File: src/rtl/core_wb_rob_if.sv
// Signal bundle between decode/late-result units and the in-order completion buffer.
// The master side is the issuing pipeline; the slave side is core_wb_rob.
interface core_wb_rob_if #(
   parameter int DATA_W = 32,
   parameter int ADDR_W = 32,
   parameter int REG_AW = 5,
   parameter int DEPTH  = 4
);
   localparam int TAG_W = $clog2(DEPTH);

   logic              ex_halt;
   logic              ex_flush;
   logic              id_valid;
   logic              id_ready;
   logic              id_wb;
   logic [REG_AW-1:0] id_regd;
   logic [ADDR_W-1:0] id_pc;
   logic              id_done;
   logic [DATA_W-1:0] id_data;
   logic [TAG_W-1:0]  id_tag;
   logic              cpl_valid;
   logic [TAG_W-1:0]  cpl_tag;
   logic [DATA_W-1:0] cpl_data;
   logic              wb;
   logic [REG_AW-1:0] wb_addr;
   logic [DATA_W-1:0] wb_data;
   logic [ADDR_W-1:0] ex_pc;
   logic [REG_AW-1:0] rd_a_addr;
   logic [REG_AW-1:0] rd_b_addr;
   logic              fwd_a_hit;
   logic              fwd_b_hit;
   logic [DATA_W-1:0] fwd_a_data;
   logic [DATA_W-1:0] fwd_b_data;
   logic              stall_a;
   logic              stall_b;

   modport master (
      output ex_halt, ex_flush,
      output id_valid, id_wb, id_regd, id_pc, id_done, id_data,
      input  id_ready, id_tag,
      output cpl_valid, cpl_tag, cpl_data,
      input  wb, wb_addr, wb_data, ex_pc,
      output rd_a_addr, rd_b_addr,
      input  fwd_a_hit, fwd_b_hit, fwd_a_data, fwd_b_data, stall_a, stall_b
   );

   modport slave (
      input  ex_halt, ex_flush,
      input  id_valid, id_wb, id_regd, id_pc, id_done, id_data,
      output id_ready, id_tag,
      input  cpl_valid, cpl_tag, cpl_data,
      output wb, wb_addr, wb_data, ex_pc,
      input  rd_a_addr, rd_b_addr,
      output fwd_a_hit, fwd_b_hit, fwd_a_data, fwd_b_data, stall_a, stall_b
   );
endinterface

File: src/rtl/core_wb_rob.sv
// Execute/writeback stage: DEPTH-entry circular completion buffer that retires
// results to the register file in program order and forwards to decode.
module core_wb_rob #(
   parameter int DATA_W = 32,
   parameter int ADDR_W = 32,
   parameter int REG_AW = 5,
   parameter int DEPTH  = 4
) (
   input  logic         clk,
   input  logic         rst,
   core_wb_rob_if.slave bus
);
   localparam int TAG_W = $clog2(DEPTH);
   localparam int CNT_W = TAG_W + 1;

   logic [DEPTH-1:0]  valid_q, valid_d;
   logic [DEPTH-1:0]  done_q, done_d;
   logic [DEPTH-1:0]  wb_q;
   logic [REG_AW-1:0] regd_q [DEPTH];
   logic [ADDR_W-1:0] pc_q   [DEPTH];
   logic [DATA_W-1:0] data_q [DEPTH];
   logic [TAG_W-1:0]  head_q, head_d;
   logic [TAG_W-1:0]  tail_q, tail_d;
   logic [CNT_W-1:0]  count_q, count_d;

   logic              head_vld;
   logic              issue;
   logic              retire;
   logic              cpl_fire;
   logic [TAG_W-1:0]  age_idx [DEPTH];

   logic              a_found, a_done, b_found, b_done;
   logic [DATA_W-1:0] a_data, b_data;

   assign head_vld     = valid_q[head_q];
   assign bus.id_ready = (count_q < CNT_W'(DEPTH)) && !bus.ex_halt;
   assign issue        = bus.id_valid && bus.id_ready && !bus.ex_flush;
   assign retire       = head_vld && done_q[head_q] && !bus.ex_halt;
   assign cpl_fire     = bus.cpl_valid && valid_q[bus.cpl_tag] &&
                         !done_q[bus.cpl_tag] && !bus.ex_flush;

   always_comb begin
      valid_d = valid_q;
      done_d  = done_q;
      head_d  = head_q;
      tail_d  = tail_q;
      count_d = count_q;
      if (bus.ex_flush) begin
         valid_d = '0;
         done_d  = '0;
         head_d  = '0;
         tail_d  = '0;
         count_d = '0;
      end else begin
         if (retire) begin
            valid_d[head_q] = 1'b0;
            head_d          = head_q + TAG_W'(1);
         end
         if (issue) begin
            valid_d[tail_q] = 1'b1;
            done_d[tail_q]  = bus.id_done;
            tail_d          = tail_q + TAG_W'(1);
         end
         if (cpl_fire) begin
            done_d[bus.cpl_tag] = 1'b1;
         end
         if (issue && !retire) begin
            count_d = count_q + CNT_W'(1);
         end else if (retire && !issue) begin
            count_d = count_q - CNT_W'(1);
         end
      end
   end

   always_ff @(posedge clk or negedge rst) begin
      if (!rst) begin
         valid_q <= '0;
         done_q  <= '0;
         head_q  <= '0;
         tail_q  <= '0;
         count_q <= '0;
      end else begin
         valid_q <= valid_d;
         done_q  <= done_d;
         head_q  <= head_d;
         tail_q  <= tail_d;
         count_q <= count_d;
      end
   end

   // Payload storage carries no reset: every read is qualified by valid_q.
   always_ff @(posedge clk) begin
      if (issue) begin
         wb_q[tail_q]   <= bus.id_wb;
         regd_q[tail_q] <= bus.id_regd;
         pc_q[tail_q]   <= bus.id_pc;
         data_q[tail_q] <= bus.id_done ? bus.id_data : '0;
      end
      if (cpl_fire) begin
         data_q[bus.cpl_tag] <= bus.cpl_data;
      end
   end

   assign bus.wb      = retire && wb_q[head_q];
   assign bus.wb_addr = head_vld ? regd_q[head_q] : '0;
   assign bus.wb_data = head_vld ? data_q[head_q] : '0;
   assign bus.ex_pc   = head_vld ? pc_q[head_q]   : '0;
   assign bus.id_tag  = tail_q;

   always_comb begin
      for (int i = 0; i < DEPTH; i++) begin
         age_idx[i] = head_q + TAG_W'(i);
      end
   end

   // Walk oldest to youngest so the last match left standing is the youngest producer.
   always_comb begin
      a_found = 1'b0;
      a_done  = 1'b0;
      a_data  = '0;
      b_found = 1'b0;
      b_done  = 1'b0;
      b_data  = '0;
      for (int i = 0; i < DEPTH; i++) begin
         if (valid_q[age_idx[i]] && wb_q[age_idx[i]] &&
             (regd_q[age_idx[i]] == bus.rd_a_addr)) begin
            a_found = 1'b1;
            a_done  = done_q[age_idx[i]];
            a_data  = data_q[age_idx[i]];
         end
         if (valid_q[age_idx[i]] && wb_q[age_idx[i]] &&
             (regd_q[age_idx[i]] == bus.rd_b_addr)) begin
            b_found = 1'b1;
            b_done  = done_q[age_idx[i]];
            b_data  = data_q[age_idx[i]];
         end
      end
   end

   assign bus.fwd_a_hit  = a_found && a_done;
   assign bus.stall_a    = a_found && !a_done;
   assign bus.fwd_a_data = (a_found && a_done) ? a_data : '0;
   assign bus.fwd_b_hit  = b_found && b_done;
   assign bus.stall_b    = b_found && !b_done;
   assign bus.fwd_b_data = (b_found && b_done) ? b_data : '0;

endmodule

File: src/flat_wrapper.sv
// flat-port wrapper written by rule: the top's interface ports become plain ports
module core_wb_rob_flat 
#(
   parameter int DATA_W = 32,
   parameter int ADDR_W = 32,
   parameter int REG_AW = 5,
   parameter int DEPTH  = 4
)
  (clk, rst, bus_ex_halt, bus_ex_flush, bus_id_valid, bus_id_wb, bus_id_regd, bus_id_pc, bus_id_done, bus_id_data, bus_id_ready, bus_id_tag, bus_cpl_valid, bus_cpl_tag, bus_cpl_data, bus_wb, bus_wb_addr, bus_wb_data, bus_ex_pc, bus_rd_a_addr, bus_rd_b_addr, bus_fwd_a_hit, bus_fwd_b_hit, bus_fwd_a_data, bus_fwd_b_data, bus_stall_a, bus_stall_b);
  core_wb_rob_if #(.DATA_W(DATA_W), .ADDR_W(ADDR_W), .REG_AW(REG_AW), .DEPTH(DEPTH)) bus_i ();
  input  logic clk;
  input  logic rst;
  input wire logic [$bits(bus_i.ex_halt)-1:0] bus_ex_halt;
  input wire logic [$bits(bus_i.ex_flush)-1:0] bus_ex_flush;
  input wire logic [$bits(bus_i.id_valid)-1:0] bus_id_valid;
  input wire logic [$bits(bus_i.id_wb)-1:0] bus_id_wb;
  input wire logic [$bits(bus_i.id_regd)-1:0] bus_id_regd;
  input wire logic [$bits(bus_i.id_pc)-1:0] bus_id_pc;
  input wire logic [$bits(bus_i.id_done)-1:0] bus_id_done;
  input wire logic [$bits(bus_i.id_data)-1:0] bus_id_data;
  output wire logic [$bits(bus_i.id_ready)-1:0] bus_id_ready;
  output wire logic [$bits(bus_i.id_tag)-1:0] bus_id_tag;
  input wire logic [$bits(bus_i.cpl_valid)-1:0] bus_cpl_valid;
  input wire logic [$bits(bus_i.cpl_tag)-1:0] bus_cpl_tag;
  input wire logic [$bits(bus_i.cpl_data)-1:0] bus_cpl_data;
  output wire logic [$bits(bus_i.wb)-1:0] bus_wb;
  output wire logic [$bits(bus_i.wb_addr)-1:0] bus_wb_addr;
  output wire logic [$bits(bus_i.wb_data)-1:0] bus_wb_data;
  output wire logic [$bits(bus_i.ex_pc)-1:0] bus_ex_pc;
  input wire logic [$bits(bus_i.rd_a_addr)-1:0] bus_rd_a_addr;
  input wire logic [$bits(bus_i.rd_b_addr)-1:0] bus_rd_b_addr;
  output wire logic [$bits(bus_i.fwd_a_hit)-1:0] bus_fwd_a_hit;
  output wire logic [$bits(bus_i.fwd_b_hit)-1:0] bus_fwd_b_hit;
  output wire logic [$bits(bus_i.fwd_a_data)-1:0] bus_fwd_a_data;
  output wire logic [$bits(bus_i.fwd_b_data)-1:0] bus_fwd_b_data;
  output wire logic [$bits(bus_i.stall_a)-1:0] bus_stall_a;
  output wire logic [$bits(bus_i.stall_b)-1:0] bus_stall_b;
  assign bus_i.ex_halt = bus_ex_halt;
  assign bus_i.ex_flush = bus_ex_flush;
  assign bus_i.id_valid = bus_id_valid;
  assign bus_i.id_wb = bus_id_wb;
  assign bus_i.id_regd = bus_id_regd;
  assign bus_i.id_pc = bus_id_pc;
  assign bus_i.id_done = bus_id_done;
  assign bus_i.id_data = bus_id_data;
  assign bus_id_ready = bus_i.id_ready;
  assign bus_id_tag = bus_i.id_tag;
  assign bus_i.cpl_valid = bus_cpl_valid;
  assign bus_i.cpl_tag = bus_cpl_tag;
  assign bus_i.cpl_data = bus_cpl_data;
  assign bus_wb = bus_i.wb;
  assign bus_wb_addr = bus_i.wb_addr;
  assign bus_wb_data = bus_i.wb_data;
  assign bus_ex_pc = bus_i.ex_pc;
  assign bus_i.rd_a_addr = bus_rd_a_addr;
  assign bus_i.rd_b_addr = bus_rd_b_addr;
  assign bus_fwd_a_hit = bus_i.fwd_a_hit;
  assign bus_fwd_b_hit = bus_i.fwd_b_hit;
  assign bus_fwd_a_data = bus_i.fwd_a_data;
  assign bus_fwd_b_data = bus_i.fwd_b_data;
  assign bus_stall_a = bus_i.stall_a;
  assign bus_stall_b = bus_i.stall_b;
  core_wb_rob #(.DATA_W(DATA_W), .ADDR_W(ADDR_W), .REG_AW(REG_AW), .DEPTH(DEPTH)) u_core (.clk(clk), .rst(rst), .bus(bus_i));
endmodule
File: config.mk
export PLATFORM = sky130hd
export DESIGN_NAME = core_wb_rob_flat
export DESIGN_NICKNAME = d
export VERILOG_FILES = /design/src/rtl/core_wb_rob_if.sv /design/src/rtl/core_wb_rob.sv /design/src/flat_wrapper.sv
export SDC_FILE = /design/constraint.sdc
export NUM_CORES = 1
export LEC_CHECK = 0
export CAP_MARGIN = 20
export CORE_MARGIN = 2
export CORE_UTILIZATION = 56
export CTS_CLUSTER_SIZE = 28
export DETAILED_ROUTE_END_ITERATION = 8
export PLACE_DENSITY = 0.82
export SLEW_MARGIN = 0
export SYNTH_ARGS = -nofsm -noshare
export SYNTH_HDL_FRONTEND = slang
export SYNTH_SLANG_ARGS = --single-unit
export TNS_END_PERCENT = 1
File: constraint.sdc
create_clock -name clk -period 4.6 [get_ports clk]
set_input_delay 0.92 -clock clk [delete_from_list [all_inputs] [get_ports clk]]
set_output_delay 0.92 -clock clk [all_outputs]
set_load 0.01 [all_outputs]
==> impl_results.md <==
* Complex-gate fraction of the synthesized area at under 10%
* Fillers at 2171
* Measured slew at the worst slew-check pin at 1000 ps
* Crit. End Element: primary output
* CTS Buffer Depth at 3
* Top delay family on crit path: buffers and inverters
* CTS clock-pin slew for the worst setup and hold paths at 60 ps
* Vias per cell at 6.56
* Initial antenna violation count at 4
* Syn_nets at approximately 1600
* Die area at ~34000 um2
* Static Leak at 7.46 nW
* Seq/Total Area, Yosys at 47.5%
* Detail Route Antenna Nets at 0
* Clock root buffer: clkbuf_16
* Initial Utilization at 56.8%
* Crit path launch: u_core.head_q[0]
* Post-synthesis mux area share at 23.2%
* Warnings from Yosys at 0
* GR Util All Layers at 31.0%
* Crit path arrival time at 3870 ps
* Fmax at 0.209 GHz
* Slowest cell on crit path: mux4_2
* Synth Area in Adders at 0.650%
* Worst path max stage delay at a little under 600 ps
* Io pins at 262
* Bufs and invs on worst path at 5
* Mapped Area at 18500 um2
* CP max FO at 8
* Post-layout minimum cycle time at 4790 ps
* Post-route setup slack at -195 ps
* Synthesized area per cell at 12.2 um2
* Worst-Skew Late Latency at ~570 ps
* FF-to-FF Start: u_core.head_q[0]
* Worst VDD drop at 0.325 mV
* DRT Wirelength at about 54 mm
* First-pass GRT wire length at 81.8 mm
* Nets at 1902
* Core Region at between 30000 and 40000 um2
* WP depth at 13
* H-Tree Depth at 1
* Top FF cell, synth: edfxtp_1
* RSZ-0062 raised after global routing: true
* Reg2Reg Setup Slack at 1170 ps
* Post-synthesis xor/xnor area fraction at roughly 2.2%
* Final Wtd Congestion at 0.889
* Pwr dens at about 250 nW/um2
* Worst setup SP type: flip-flop
* I/O Buffers at 261
* CP dominant cell by count: buf_4
* Share of cells above drive strength 1 at between 20% and 30%
* Die W at between 150 and 200 um
* Area contributors post-synth: edfxtp_1 (45%), mux4_2 (23%), nand2_1 (5.0%)
* Ys async rst share at 5.08%
* Vias in the first global route at 14600
* Largest net degree at the start of global routing at 71
* Hold_buf cts at 0
* Multi-input logic area at between 9000 and 10000 um2
* Max Cap Viol at 0
* Remaining Overflow, GRT at 0
* CP cell instances: inv_2 > ha_4 > mux4_2 > xor2_2 > nor4_4 > buf_4 > a211oi_4 > buf_6 > a221oi_1 > or3_1 > a21oi_1 > buf_4 > clkdlybuf4s15_2
* Post-Route Utilization at 71.6%
* Count leader, synth: edfxtp_1
* Drc violations at 0
* #FFs+latches synth at 295
* TritonCTS clock tree: built
* Row count at 66
* Status: finished with violations
* Die H at 186 um
* Synth top area share at a little under half
* Largest area contributor in the netlist: edfxtp_1
* Critical path endpoint: bus_fwd_b_data[24]
* Routed WL per cell at 24.0 um
* Post-DP HPWL at between 30 and 40 mm
* Cell variety after synth at 42
* Vias at between 10000 and 15000
* DR pass1 iterations at 6
* Worst R2R Path Depth at 13
* Syn-to-layout area delta at 26.1%
* Post-route clock skew at 23.9 ps
* HP Class: reg -> reg
* Setup TNS at -5030 ps
* Initial DRC Count at approximately 1800
* Mapped Cells at 1512
* EDFF count, synth at 280
* Failing checks: negative setup slack
* Total CTS buffers at 31
* Endpoints failing hold at 0
* Largest family of logic cells by synthesized area: multiplexers
* R2R Path End: u_core.count_q[2]
* FF/Latch Area at between 8000 and 9000 um2
* Inserted Diodes at 0
* Crit share post-route at 104%
* CP Class: reg -> out
* CTS sink count at 295
* Critical Path RT at 3680 ps
* Most instantiated cells after synthesis: edfxtp_1 (280), nand2_1 (247), mux4_2 (187)
* Synthesized-area fraction occupied by and/or/nand/nor cells at 13.9%
* Slew Limit Fails at 0
* Setup Viol. Count Final at 54
* Rel. slew slack at 33.0%
[power by group]
part           internal [mW]  switching (mW)  total, mW
Sequential              2.98          0.0250       3.01
Clock                   1.34            1.03       2.38
Combinational          0.271           0.256      0.527
[cells in the final DEF (no fill, tap or decap), drive strengths merged, types with 9 or more instances in the layout]
cell,instances
nor2b,34
a21oi,37
edfxtp,280
xnor2,37
buf,161
xor2,10
a221oi,33
a311oi,32
nand2,247
and3,38
clkinv,14
o21ai,163
or3,35
dfrtp,15
clkdlybuf4s15,9
clkbuf,39
and2,73
inv,15
nor2,83
mux4,187
clkdlybuf4s50,192
[per-layer routing]
| layer | vias up | GRT usage, % | wire length [um] |
|---|---|---|---|
| li1 | 6339 | - | - |
| met1 | 7204 | 39.3 | 18700 |
| met2 | 972 | 51.5 | 26500 |
| met3 | 167 | 7.28 | 6510 |
| met4 | 6 | 13.2 | 1920 |
| met5 | - | 0 | 34 |
[logic make-up after synthesis]
kind of cell,after synthesis
and+or+nand+nor,539
DFF,295
AOI/OAI and AO/OA,275
muxes,195
buffers and inverters,152
xor gates and xnor gates,47
adders and majority gates,9
[through the flow]
stage	cell area [um2]	worst slack [ps]	hold slack [ps]	total power, mW	std cells
floorplan	18500	241	480	3.28	1512
global placement	22000	-115	495	3.56	2170
detailed placement	22000	-156	528	3.58	2170
CTS	23200	-192	542	5.92	2235
global route	23300	-281	582	6.06	2238
finish	23300	-195	540	5.91	2238
[how the worst min path moves through the flow]
stage	start	end	cells past startpoint
floorplan	u_core.count_q[1]	u_core.count_q[1]	2
global placement	u_core.count_q[1]	u_core.count_q[1]	2
detailed placement	u_core.count_q[1]	u_core.count_q[1]	2
CTS	u_core.count_q[1]	u_core.count_q[1]	2
global route	u_core.count_q[1]	u_core.count_q[1]	2
finish	u_core.count_q[1]	u_core.count_q[1]	2
[state kept, by name, indices dropped and copies added, names as in the netlist]
register           count
u_core.data_q        128
u_core.pc_q          128
u_core.regd_q         20
u_core.done_q          4
u_core.valid_q         4
u_core.wb_q            4
u_core.count_q         3
u_core.bus.id_tag      2
u_core.head_q          2
[final cells by class]
class | count | area share [%]
Clock buffer | 36 | 3.41
Clock inverter | 21 | 0.692
Inverter | 13 | 0.220
Multi-Input combinational cell | 1065 | 40.8
Sequential cell | 295 | 37.7
Tap cell | 442 | 2.37
Timing Repair Buffer | 366 | 14.8
[what timing repair did]
| item | CTS | global route |
|---|---|---|
| gates resized for setup | 324 | 38 |
| buffers inserted | 8 | 3 |
| setup endpoints to repair | 68 | 69 |
| pin swaps | 17 | 13 |
| cloned | 1 | 1 |
[tightest hold or removal path, delay by kind of cell (launching register included)]
family / cells / cell delay, ps
flops: 1 / 350
compound gates: 1 / 70
simple gates: 1 / 90
(Power assumes the default switching activity.)
